**src/rtl/fir_pkg.sv**
```systemverilog
// fir_pkg: register map, status bit and state encoding shared by the FIR config sequencer.
// Build option FIR_SEQ_TIMEOUT_EN (used in fir_cfg_seq) bounds status polling.
package fir_pkg;
  localparam int REG_AP_CTRL  = 'h00;
  localparam int REG_DATA_LEN = 'h10;
  localparam int REG_TAP_BASE = 'h40;
  localparam int AP_DONE_BIT  = 1;
  typedef enum logic [2:0] {
    S_IDLE, S_WR_LEN, S_WR_TAP, S_WR_START, S_RD_AR, S_RD_R, S_DONE
  } state_e;
  function automatic int tap_addr(input int i);
    return REG_TAP_BASE + 4 * i;
  endfunction
endpackage

```
**src/rtl/fir_axil_wr.sv**
```systemverilog
// fir_axil_wr: single AXI-Lite write with independent AW/W handshakes; done_o when both have landed.
module fir_axil_wr
  import fir_pkg::*;
#(
  parameter int AW = 12,
  parameter int DW = 32
) (
  input  logic          clk,
  input  logic          rst_n,
  input  logic          start_i,
  input  logic [AW-1:0] addr_i,
  input  logic [DW-1:0] data_i,
  output logic          awvalid_o,
  output logic [AW-1:0] awaddr_o,
  input  logic          awready_i,
  output logic          wvalid_o,
  output logic [DW-1:0] wdata_o,
  input  logic          wready_i,
  output logic          done_o
);
  always_ff @(posedge clk or negedge rst_n) begin
    if (!rst_n) begin
      awvalid_o <= 1'b0;
      wvalid_o  <= 1'b0;
      awaddr_o  <= '0;
      wdata_o   <= '0;
    end else if (start_i) begin
      awvalid_o <= 1'b1;
      wvalid_o  <= 1'b1;
      awaddr_o  <= addr_i;
      wdata_o   <= data_i;
    end else begin
      if (awready_i) awvalid_o <= 1'b0;
      if (wready_i) wvalid_o <= 1'b0;
    end
  end
  // complete once every still-pending channel handshakes this cycle
  assign done_o = (awvalid_o || wvalid_o) && (!awvalid_o || awready_i) && (!wvalid_o || wready_i);
endmodule

```
**src/rtl/fir_cfg_seq.sv**
```systemverilog
// fir_cfg_seq: programs length, taps and ap_start over AXI-Lite, then polls ap_done.
// Define FIR_SEQ_TIMEOUT_EN to abort polling after POLL_TIMEOUT reads with err set.
module fir_cfg_seq
  import fir_pkg::*;
#(
  parameter int pADDR_WIDTH  = 12,
  parameter int pDATA_WIDTH  = 32,
  parameter int Tape_Num     = 11,
  parameter int POLL_TIMEOUT = 1024
) (
  input  logic                   axis_clk,
  input  logic                   axis_rst_n,
  input  logic                   tap_we,
  input  logic [3:0]             tap_idx,
  input  logic [pDATA_WIDTH-1:0] tap_wdata,
  input  logic                   cmd_valid,
  input  logic [pDATA_WIDTH-1:0] cmd_len,
  output logic                   cmd_ready,
  output logic                   busy,
  output logic                   done,
  output logic                   err,
  output logic                   awvalid,
  output logic [pADDR_WIDTH-1:0] awaddr,
  input  logic                   awready,
  output logic                   wvalid,
  output logic [pDATA_WIDTH-1:0] wdata,
  input  logic                   wready,
  output logic                   arvalid,
  output logic [pADDR_WIDTH-1:0] araddr,
  input  logic                   arready,
  input  logic                   rvalid,
  input  logic [pDATA_WIDTH-1:0] rdata,
  output logic                   rready
);
  localparam int IW = (Tape_Num > 1) ? $clog2(Tape_Num) : 1;
  state_e                 state_q;
  logic [IW-1:0]          idx_q;
  logic [pDATA_WIDTH-1:0] taps_q [Tape_Num];
  logic                   arvalid_q, rready_q, done_q;
  logic                   wr_start, wr_done, last_tap;
  logic [IW-1:0]          nxt_idx;
  logic [pADDR_WIDTH-1:0] wr_addr;
  logic [pDATA_WIDTH-1:0] wr_data;
  logic                   unused_ok;
`ifdef FIR_SEQ_TIMEOUT_EN
  logic                   err_q;
  logic [31:0]            poll_q;
  assign err = err_q;
`else
  assign err = 1'b0;
`endif
  assign unused_ok = ^{rdata, 32'(POLL_TIMEOUT)};
  assign cmd_ready = state_q == S_IDLE;
  assign busy      = !cmd_ready;
  assign done      = done_q;
  assign arvalid   = arvalid_q;
  assign rready    = rready_q;
  assign araddr    = pADDR_WIDTH'(REG_AP_CTRL);
  assign last_tap  = idx_q == IW'(Tape_Num - 1);
  assign nxt_idx   = idx_q + 1'b1;
  always_ff @(posedge axis_clk or negedge axis_rst_n) begin
    if (!axis_rst_n)
      for (int k = 0; k < Tape_Num; k++) taps_q[k] <= '0;
    else if (tap_we && int'(tap_idx) < Tape_Num)
      taps_q[IW'(tap_idx)] <= tap_wdata;
  end
  // the next write is launched in the same cycle the previous one completes
  always_comb begin
    wr_start = 1'b0;
    wr_addr  = '0;
    wr_data  = '0;
    case (state_q)
      S_IDLE: begin
        wr_start = cmd_valid;
        wr_addr  = pADDR_WIDTH'(REG_DATA_LEN);
        wr_data  = cmd_len;
      end
      S_WR_LEN: begin
        wr_start = wr_done;
        wr_addr  = pADDR_WIDTH'(REG_TAP_BASE);
        wr_data  = taps_q[0];
      end
      S_WR_TAP: begin
        wr_start = wr_done;
        wr_addr  = last_tap ? pADDR_WIDTH'(REG_AP_CTRL) : pADDR_WIDTH'(tap_addr(int'(nxt_idx)));
        wr_data  = last_tap ? pDATA_WIDTH'(1) : taps_q[nxt_idx];
      end
      default: ;
    endcase
  end
  fir_axil_wr #(.AW(pADDR_WIDTH), .DW(pDATA_WIDTH)) u_wr (
    .clk(axis_clk), .rst_n(axis_rst_n), .start_i(wr_start), .addr_i(wr_addr), .data_i(wr_data),
    .awvalid_o(awvalid), .awaddr_o(awaddr), .awready_i(awready),
    .wvalid_o(wvalid), .wdata_o(wdata), .wready_i(wready), .done_o(wr_done)
  );
  always_ff @(posedge axis_clk or negedge axis_rst_n) begin
    if (!axis_rst_n) begin
      state_q   <= S_IDLE;
      idx_q     <= '0;
      arvalid_q <= 1'b0;
      rready_q  <= 1'b0;
      done_q    <= 1'b0;
`ifdef FIR_SEQ_TIMEOUT_EN
      err_q     <= 1'b0;
      poll_q    <= '0;
`endif
    end else begin
      case (state_q)
        S_IDLE: if (cmd_valid) begin
          state_q <= S_WR_LEN;
          idx_q   <= '0;
`ifdef FIR_SEQ_TIMEOUT_EN
          err_q   <= 1'b0;
          poll_q  <= '0;
`endif
        end
        S_WR_LEN: if (wr_done) state_q <= S_WR_TAP;
        S_WR_TAP: if (wr_done) begin
          if (last_tap) state_q <= S_WR_START;
          else idx_q <= nxt_idx;
        end
        S_WR_START: if (wr_done) begin
          state_q   <= S_RD_AR;
          arvalid_q <= 1'b1;
        end
        S_RD_AR: if (arready) begin
          state_q   <= S_RD_R;
          arvalid_q <= 1'b0;
          rready_q  <= 1'b1;
        end
        S_RD_R: if (rvalid) begin
          rready_q <= 1'b0;
`ifdef FIR_SEQ_TIMEOUT_EN
          poll_q   <= poll_q + 1'b1;
`endif
          if (rdata[AP_DONE_BIT]) begin
            state_q <= S_DONE;
            done_q  <= 1'b1;
          end
`ifdef FIR_SEQ_TIMEOUT_EN
          else if (poll_q >= 32'(POLL_TIMEOUT - 1)) begin
            state_q <= S_DONE;
            done_q  <= 1'b1;
            err_q   <= 1'b1;
          end
`endif
          else begin
            state_q   <= S_RD_AR;
            arvalid_q <= 1'b1;
          end
        end
        S_DONE: begin
          state_q <= S_IDLE;
          done_q  <= 1'b0;
        end
        default: state_q <= S_IDLE;
      endcase
    end
  end
endmodule

```
**config.mk**
```make
export PLATFORM = sky130hd
export DESIGN_NAME = fir_cfg_seq
export DESIGN_NICKNAME = d
export VERILOG_FILES = /design/src/rtl/fir_pkg.sv /design/src/rtl/fir_axil_wr.sv /design/src/rtl/fir_cfg_seq.sv
export SDC_FILE = /design/constraint.sdc
export NUM_CORES = 1
export LEC_CHECK = 0
export BUFFER_PORTS_ARGS = -buffer_cell sky130_fd_sc_hd__buf_4
export CAP_MARGIN = 0
export CORE_MARGIN = 2
export CORE_UTILIZATION = 43
export DETAILED_ROUTE_END_ITERATION = 12
export GPL_TIMING_DRIVEN = 1
export PLACE_DENSITY_LB_ADDON = 0.15
export SYNTH_ARGS = -nofsm -noshare
export SYNTH_HDL_FRONTEND = slang
export SYNTH_HIERARCHICAL = 1
export SYNTH_SLANG_ARGS = --single-unit
```
**constraint.sdc**
```tcl
create_clock -name axis_clk -period 3.7 [get_ports axis_clk]
set_input_delay 0.74 -clock axis_clk [delete_from_list [all_inputs] [get_ports axis_clk]]
set_output_delay 0.74 -clock axis_clk [all_outputs]
set_load 0.05 [all_outputs]
```
# After elaboration in Yosys (flattened, before gate mapping)
# Index checks and enable logic that the tools add are counted.
# classes
n_reduce_logical	23
addsub	2
magnitude_cmp	4
eq_ne	17
n_mux	39
bitwise	2
# ops
cell	count
bitwise mux 352 bit	1
binary-select mux 32 bit (select 4 bit)	1
demux 32 bit (select 4 bit)	1
2-to-1 mux 32 bit	4
case mux 32 bit (3 select lines)	1
case mux 8 bit (3 select lines)	1
2-to-1 mux 3 bit	7
case mux 3 bit (6 select lines)	1
!= test 2 bit (second input constant)	7
2-to-1 mux 1 bit	12
2-to-1 mux 4 bit	3
greater-or-equal comparator 5 bit (second input constant)	2
NOT 4 -> 5 bit	2
nonzero test 2 bit	5
== test 3 bit (second input constant)	3
adder 7 x 6 -> 8 bit (first input constant)	1
2-to-1 mux 8 bit	1
case mux 4 bit (2 select lines)	1
AND reduction 7 bit	1
== test 3 x 2 -> 1 bit (second input constant)	2
!= test 2 x 1 -> 1 bit (second input constant)	3
case mux 1 bit (2 select lines)	3
AND reduction 3 bit	2
< comparator 5 x 1 -> 1 bit (second input constant)	1
14 further kinds	21
# totals
inputBits	108
elab_cells	107
reg_bits	408
output_inout_bits	64

# Logic depth before layout (Yosys ltp)
# Gate-level depths: netlist (run 1).
# logic_depth
ltp_word	7
mapped_depth	14
ltp_nobuf	7

# Modules after synthesis
# The synthesis (run 1) kept the hierarchy.
# modules_own_cells
mod	area_each_um2	cells_per_inst	instances	seq_area_each_um2
fir_cfg_seq	17629.4	1239	1	9058.7
fir_axil_wr	1918.1	101	1	1151.1

# Worst setup path before layout (run 1)
# No wires, ideal clock.
# synth_path
path_type	register -> output
start	register state_q[0]
end	output port busy
stages_incl_launch_ff	6
path_slack_ps	366
required_ps	2960
arrival_ps	2594
path_buffers	3
cell_sequence	dfrtp_1 buf_6 buf_2 clkbuf_1 nor3_1 inv_1
# synth_via
elab_chain_cells	2
# synth_rtl
item	line	source
start: declaration	fir_cfg_seq.sv:36	state_e state_q;
start signal: assignment	fir_cfg_seq.sv:98	state_q <= S_IDLE;
start signal: assignment	fir_cfg_seq.sv:110	state_q <= S_WR_LEN;
start signal: assignment	fir_cfg_seq.sv:117	S_WR_LEN: if (wr_done) state_q <= S_WR_TAP;
zero test 3 bit	fir_cfg_seq.sv:53	assign cmd_ready = state_q == S_IDLE;
net cmd_ready	fir_cfg_seq.sv:18	output logic cmd_ready,
zero test 1 bit	fir_cfg_seq.sv:54	assign busy = !cmd_ready;
end: declaration	fir_cfg_seq.sv:19	output logic busy,
# The timed path passes the listed nets, and every way through them passes these cells.

# Worst setup path in the final report (run 1)
# layout_path
start	register state_q[0]
end	output port busy
# layout_via
elab_chain_cells	2
# layout_rtl
item	line
zero test 3 bit	fir_cfg_seq.sv:53
zero test 1 bit	fir_cfg_seq.sv:54
# No other way between the ends.

==> results of run 1 <==
## state kept, by name, summed over array words and instances, names as in the netlist, 3 cells and up
register / flops
state_q: 3
idx_q: 4
taps_q: 352
u_wr/awaddr_o: 12
u_wr/wdata_o: 32
## cells in the final DEF, fill, tap and decap left out, types with 6 or more instances in the layout
cell	n
a21oi_1	37
buf_12	14
buf_4	155
clkbuf_1	9
clkbuf_16	49
clkbuf_8	13
conb_1	20
dfrtp_1	406
mux2_1	180
mux2_2	212
mux2_4	38
mux2i_1	67
mux4_2	64
nand2_1	41
nand2b_1	8
nand3b_1	6
nor2_1	44
nor2_4	6
o221ai_1	6
o221ai_2	25
## through the flow
step | area, um2 | util, % | instances | setup WS [ns]
2_1_floorplan | 19600 | - | 1359 | 0.366
3_3_place_gp | 21200 | 47.1 | 1993 | 1.00
3_5_place_dp | 21200 | 47.1 | 1993 | 0.994
4_1_cts | 22800 | 50.6 | 2074 | 0.756
5_1_grt | 22800 | 50.6 | 2074 | 0.692
6_report | 22800 | 50.6 | 2075 | 0.791
## final cells by class
| cell class | count | area [um2] | area share, % |
|---|---|---|---|
| Clock inverter | 10 | 155 | 0.680 |
| Timing Repair Buffer | 170 | 1460 | 6.40 |
| Inverter | 6 | 22.5 | 0.0987 |
| Multi-Input combinational cell | 809 | 8770 | 38.4 |
| Clock buffer | 71 | 1440 | 6.31 |
| Antenna cell | 1 | 2.50 | 0.0110 |
| Tap cell | 600 | 751 | 3.29 |
| Sequential cell | 408 | 10200 | 44.8 |
## metal layers
metal  part of all wire, %  vias up  routed length (um)  GRT usage, %
met1                    46     5998               22000          29.3
li1                      -     5065                   -             -
met4                   2.4        0                1140          6.67
met3                   4.1       71                1960          2.81
met5                     0        -                   0             0
met2                    47      218               22400          33.1
## how the worst min path moves through the flow
stage,startpoint,to,slack [ns],cells after the start
floorplan,axis_rst_n,arvalid,0.44,0
global placement,taps_q[224],taps_q[224],0.46,1
detailed placement,taps_q[20],taps_q[20],0.47,1
CTS,axis_rst_n,u_wr/awaddr_o[11],0.19,1
global route,axis_rst_n,u_wr/awaddr_o[11],0.23,1
finish,axis_rst_n,u_wr/awaddr_o[11],0.18,1
## power by group through the flow
stage / clock (W) / sequential, W / combinational [W]
floorplan: 0 / 0.00681 / 0.00459
global placement: 0 / 0.00622 / 0.00690
detailed placement: 0 / 0.00627 / 0.00698
CTS: 0.00489 / 0.00620 / 0.00700
global route: 0.00508 / 0.00634 / 0.00737
finish: 0.00476 / 0.00620 / 0.00688
## worst max-delay path, delay by kind of cell (launching register included)
kind / cells / cell delay, ns
buffers and inverters: 3 / 1.06
flip-flops: 1 / 0.37
AND/OR/NAND/NOR: 1 / 0.17
## kinds of logic after synthesis
| family | after synthesis |
|---|---|
| muxes | 561 |
| DFF | 408 |
| buffers and inverters | 142 |
| and+or+nand+nor | 128 |
| AOI/OAI and AO/OA | 93 |
| xor gates and xnor gates | 5 |
| adders and majority gates | 2 |
| other | 1 |
==> impl_metrics.py, run 1 <==
metrics = {
    "outcome": {
        "outcome": "complete, no violations",
    },
    "grt": {
        "grt_start_max_net_pins": 83,
        "grt.overflow.total": 0,
        "grt_usage_pct": 20.7,
        "grt_first_pass_wirelength_um": 73800,
        "antenna_found_initial": 1,
        "grt_pass1_vias": 12000,
    },
    "die": {
        "initial_core_util_pct": 43.4,
        "die_w_um": 217,
        "fp-row-count": 78,
        "core-area_mm2": 0.0451,
        "dieArea_mm2": 0.0472,
        "io-pin-count": 172,
        "fp.dieH_um": 217,
    },
    "cts": {
        "clock_path_buffers": 3,
        "cts.clk_slew.worst_paths_ns": 0.06,
        "htreeDepth": 2,
        "ctsResizeCount": 0,
        "hold_buffers": 0,
        "clk_latency_ns": 0.57,
        "root_buffer": "clkbuf_16",
        "cts_setup_buffers": 0,
        "cts_sinks": 408,
        "cts_inserted_buffers": 46,
        "tritoncts": "built",
    },
    "power": {
        "static-leakage-power_nw": 10.0,
        "pwr-share-seq_pct": 34.8,
        "powerDensity_mw_per_mm2": 782,
        "swShare_pct": 34.1,
        "clockPowerShare_pct": 26.7,
        "ir_worst_vdd_uv": 386,
        "p_total_w": 0.0178,
        "pwr-share-comb_pct": 38.6,
        "power.switching_w": 0.00608,
        "intPower_w": 0.0118,
    },
    "logic_synthesis": {
        "ys_top_cells_by_area": "dfrtp_1, mux2_2, mux2_1",
        "synth.area.mux_share_pct": 36.3,
        "yosys_warnings": 6,
        "synthArstFlopShare_pct": 100,
        "synth_commonest_cells": "dfrtp_1, mux2_2, mux2_1",
        "syn_area_mm2": 0.0195,
        "synthXorXnorAreaFrac_pct": 0.262,
        "synth-simple-area-share_pct": 3.06,
        "netlist_instances": 1340,
        "synthDistinctLibCells": 51,
        "yosysSeqAreaShare_pct": 52.2,
        "synth.avg_cell_area_um2": 14.6,
        "synth_compound_area_share_pct": 4.13,
        "synthMostInstantiatedCell": "dfrtp_1",
        "synth-edff-count": 0,
        "synth_adder_area_share_pct": 0.128,
        "ys_seq_elements": 408,
        "yosys.area.top_type": "dfrtp_1",
        "synth_top_family_by_area": "multiplexers",
        "synth_top_area_share_pct": 52.2,
        "yosys_most_used_dff": "dfrtp_1",
    },
    "critical_path": {
        "cp_common_cell": "buf_4",
        "critPathMaxStageDelay_ns": 0.73,
        "crit_type": "flip-flop to output port",
        "worstPathArrival_ns": 2.17,
        "r2r_start": "idx_q[2]",
        "worstPathCellList": "buf_4, nor3_1, inv_1, buf_4",
        "cp-startpoint": "state_q[0]",
        "cp-start-kind": "flip-flop",
        "crit_path_max_fanout": 53,
        "endpoint": "busy",
        "reg2reg_to": "u_wr/wdata_o[12]",
        "critPathCaptureType": "output port",
        "cp.required_ns": 2.96,
        "reg2reg_slack_ns": 0.97,
        "reg2reg_depth": 6,
        "cp_slowest_cell": "buf_4",
    },
    "run": {
        "maxCapViolCount": 0,
    },
    "sta": {
        "min_period_over_period_pct": 78.6,
        "rsz0062_at_grt": "false",
        "worst_slew_pin_slew_ns": 1.12,
        "finalHoldViolations": 0,
        "finalSetupTns_ns": 0,
        "skew_ns": 0.00889,
        "setup_viol": 0,
        "hold_slack_ns": 0.183,
        "fmax_mhz": 344,
        "post-route-min-period_ns": 2.91,
        "maxSlewHeadroom_pct": 25.3,
        "slew_violations": 0,
    },
    "placed_design": {
        "hpwlAfterDp_um": 27600,
        "portBuffers": 127,
        "routabilityCongestion": 0.748,
    },
    "cells_and_area": {
        "drive_gt1_share_pct": 41.1,
        "area_growth_pct": 16.7,
        "final_nets": 1551,
        "nFillCells": 3869,
    },
    "drt": {
        "viasPerCell": 5.47,
        "drt_iter0_drc": 646,
        "drc_errors": 0,
        "wl_per_cell_um": 22.9,
        "ant_nets": 0,
        "wirelength_um": 47500,
        "vias": 11400,
        "drt_pre_antenna_iters": 4,
    },
    "hold_path": {
        "hold_path_class": "input pin to async pin",
    },
}
Note: power is estimated with default switching activity, not from simulation.
==> run 2, diff against run 1 <==
Clock period 3.7 ns to 2.8 ns, I/O delays scaled along.
==> impl_metrics.py, run 2 (synthesis gave the netlist of run 1 again) <==
metrics = {
    "drt": {
        "ant_nets": 0,
        "drc_errors": 0,
        "wirelength_um": 47300,
        "vias": 11400,
        "wl_per_cell_um": 22.8,
        "drt_iter0_drc": 676,
        "viasPerCell": 5.50,
        "drt_pre_antenna_iters": 4,
    },
    "die": {
        "dieArea_mm2": 0.0472,
        "io-pin-count": 172,
        "fp.dieH_um": 217,
        "core-area_mm2": 0.0451,
        "fp-row-count": 78,
        "die_w_um": 217,
        "initial_core_util_pct": 43.4,
    },
    "critical_path": {
        "worstPathCellList": "ha_1, nor4_4, a41oi_4, buf_4, o221ai_1, mux2_4",
        "critPathMaxStageDelay_ns": 0.71,
        "cp-start-kind": "flip-flop",
        "worstPathArrival_ns": 3.02,
        "cp_slowest_cell": "a41oi_4",
        "critPathBufInv": 1,
        "cp_top_family": "compound AO/OA/AOI/OAI gates",
        "crit_path_max_fanout": 13,
        "cp.required_ns": 3.24,
        "critPathCaptureType": "flip-flop",
        "crit_type": "flip-flop to flip-flop",
    },
    "placed_design": {
        "place_inst": 1997,
        "hpwlAfterDp_um": 27000,
        "routabilityCongestion": 0.773,
        "preCtsSetupSlack_ns": 0.239,
        "portBuffers": 127,
    },
    "sta": {
        "fmax_mhz": 388,
        "finalSetupTns_ns": 0,
        "hold_slack_ns": 0.282,
        "min_period_over_period_pct": 92.2,
        "finalHoldViolations": 0,
        "post-route-min-period_ns": 2.58,
        "skew_ns": 0.0165,
        "maxSlewHeadroom_pct": 42.2,
        "worst_slew_pin_slew_ns": 0.864,
        "slew_violations": 0,
        "worst_slack_ns": 0.219,
        "rsz0062_at_grt": "false",
        "setup_viol": 0,
    },
    "grt": {
        "grt_pass1_vias": 12200,
        "grt.overflow.total": 0,
        "grt_usage_pct": 20.8,
        "grt_start_max_net_pins": 67,
        "grt_first_pass_wirelength_um": 74700,
        "antenna_found_initial": 0,
    },
    "cts": {
        "tritoncts": "built",
        "htreeDepth": 2,
        "cts_sinks": 408,
        "cts_setup_buffers": 0,
        "clock_path_buffers": 3,
        "cts_inserted_buffers": 46,
        "root_buffer": "clkbuf_16",
        "cts.clk_slew.worst_paths_ns": 0.06,
        "clk_latency_ns": 0.57,
    },
    "cells_and_area": {
        "reg_top3": "taps_q x352, u_wr/wdata_o x32, u_wr/awaddr_o x12",
        "layout_common_cells": "dfrtp_1, mux2_2, mux2_1",
        "stdcell_count": 2076,
        "regMostFlops": "taps_q",
        "area_growth_pct": 16.2,
        "nFillCells": 3930,
        "n_antenna_cell": 0,
        "final_common_cell": "dfrtp_1",
        "largest_register_ffs": 352,
        "final_nets": 1556,
        "drive_gt1_share_pct": 40.6,
    },
    "power": {
        "powerDensity_mw_per_mm2": 1020,
        "ir_worst_vdd_uv": 673,
        "static-leakage-power_nw": 9.95,
        "p_total_w": 0.0231,
    },
    "outcome": {
        "outcome": "complete, no violations",
    },
    "run": {
        "maxCapViolCount": 0,
    },
    "hold_path": {
        "hold_path_class": "input pin to flip-flop",
    },
}
==> run 2: changes by cell type in the layout (fill, tap and decap cells not counted), moves of 2 or more <==
cell        change
buf_12          +5
buf_4           -2
bufinv_16       -4
clkbuf_1        +9
clkbuf_16       -2
clkbuf_8        -4
clkinvlp_4      -2
==> run 2: area by class of cell <==
cell class / count / area (um2) / area share [%]
Clock buffer: 74 / 1370 / 6.02
Clock inverter: 4 / 23.8 / 0.105
Inverter: 6 / 22.5 / 0.0992
Multi-Input combinational cell: 809 / 8770 / 38.6
Sequential cell: 408 / 10200 / 45.0
Tap cell: 600 / 751 / 3.31
Timing Repair Buffer: 175 / 1570 / 6.89
==> run 2: where the power goes <==
part           switching, W  leakage (nW)  total, W  internal, W
sequential         0.000811          5.02   0.00822      0.00741
combinational       0.00487          4.24   0.00920      0.00433
clock               0.00232         0.681   0.00563      0.00331
total               0.00800          9.95    0.0231       0.0151
==> run 2: path summary, 6_finish.rpt <==
path	start	endpoint	slack, ns	depth (start not counted)
max	idx_q[0]	u_wr/wdata_o[5]	0.22	6
min	awready	u_wr/awvalid_o	0.28	3
max reg2reg	idx_q[0]	u_wr/wdata_o[5]	0.22	6
min reg2reg	taps_q[8]	taps_q[8]	0.48	1
max in group asynchronous	axis_rst_n	taps_q[52]	1.39	4
min in group asynchronous	axis_rst_n	u_wr/awaddr_o[11]	0.51	2
==> run 2: per-layer routing <==
| layer | up-vias | GRT usage [%] | routed length (um) |
|---|---|---|---|
| met1 | 6107 | 31.3 | 23300 |
| met2 | 194 | 31.7 | 21400 |
| met5 | - | 0 | 0 |
| li1 | 5061 | - | - |
| met3 | 54 | 3.49 | 1920 |
| met4 | 0 | 4.22 | 703 |
==> run 2: what timing repair did <==
item | in CTS | in global routing
endpoints found under the setup margin | 0 | 1
gates resized for setup | 0 | 1
hold buffers | 1 | 0
endpoints found under the hold margin | 34 | 0
==> run 2: per-stage QoR <==
| stage | cell area, um2 | utilization (%) |
|---|---|---|
| floorplan | 19600 | - |
| global placement | 21300 | 47.3 |
| detailed placement | 21300 | 47.3 |
| CTS | 22700 | 50.4 |
| global route | 22700 | 50.4 |
| finish | 22700 | 50.4 |
==> run 2: worst reg2reg max path: stages, from the launching register on <==
cell and delay [ns]:
dfrtp_4 0.48, ha_1 0.32, nor4_4 0.10, a41oi_4 0.71, buf_4 0.40, o221ai_1 0.18, mux2_4 0.27
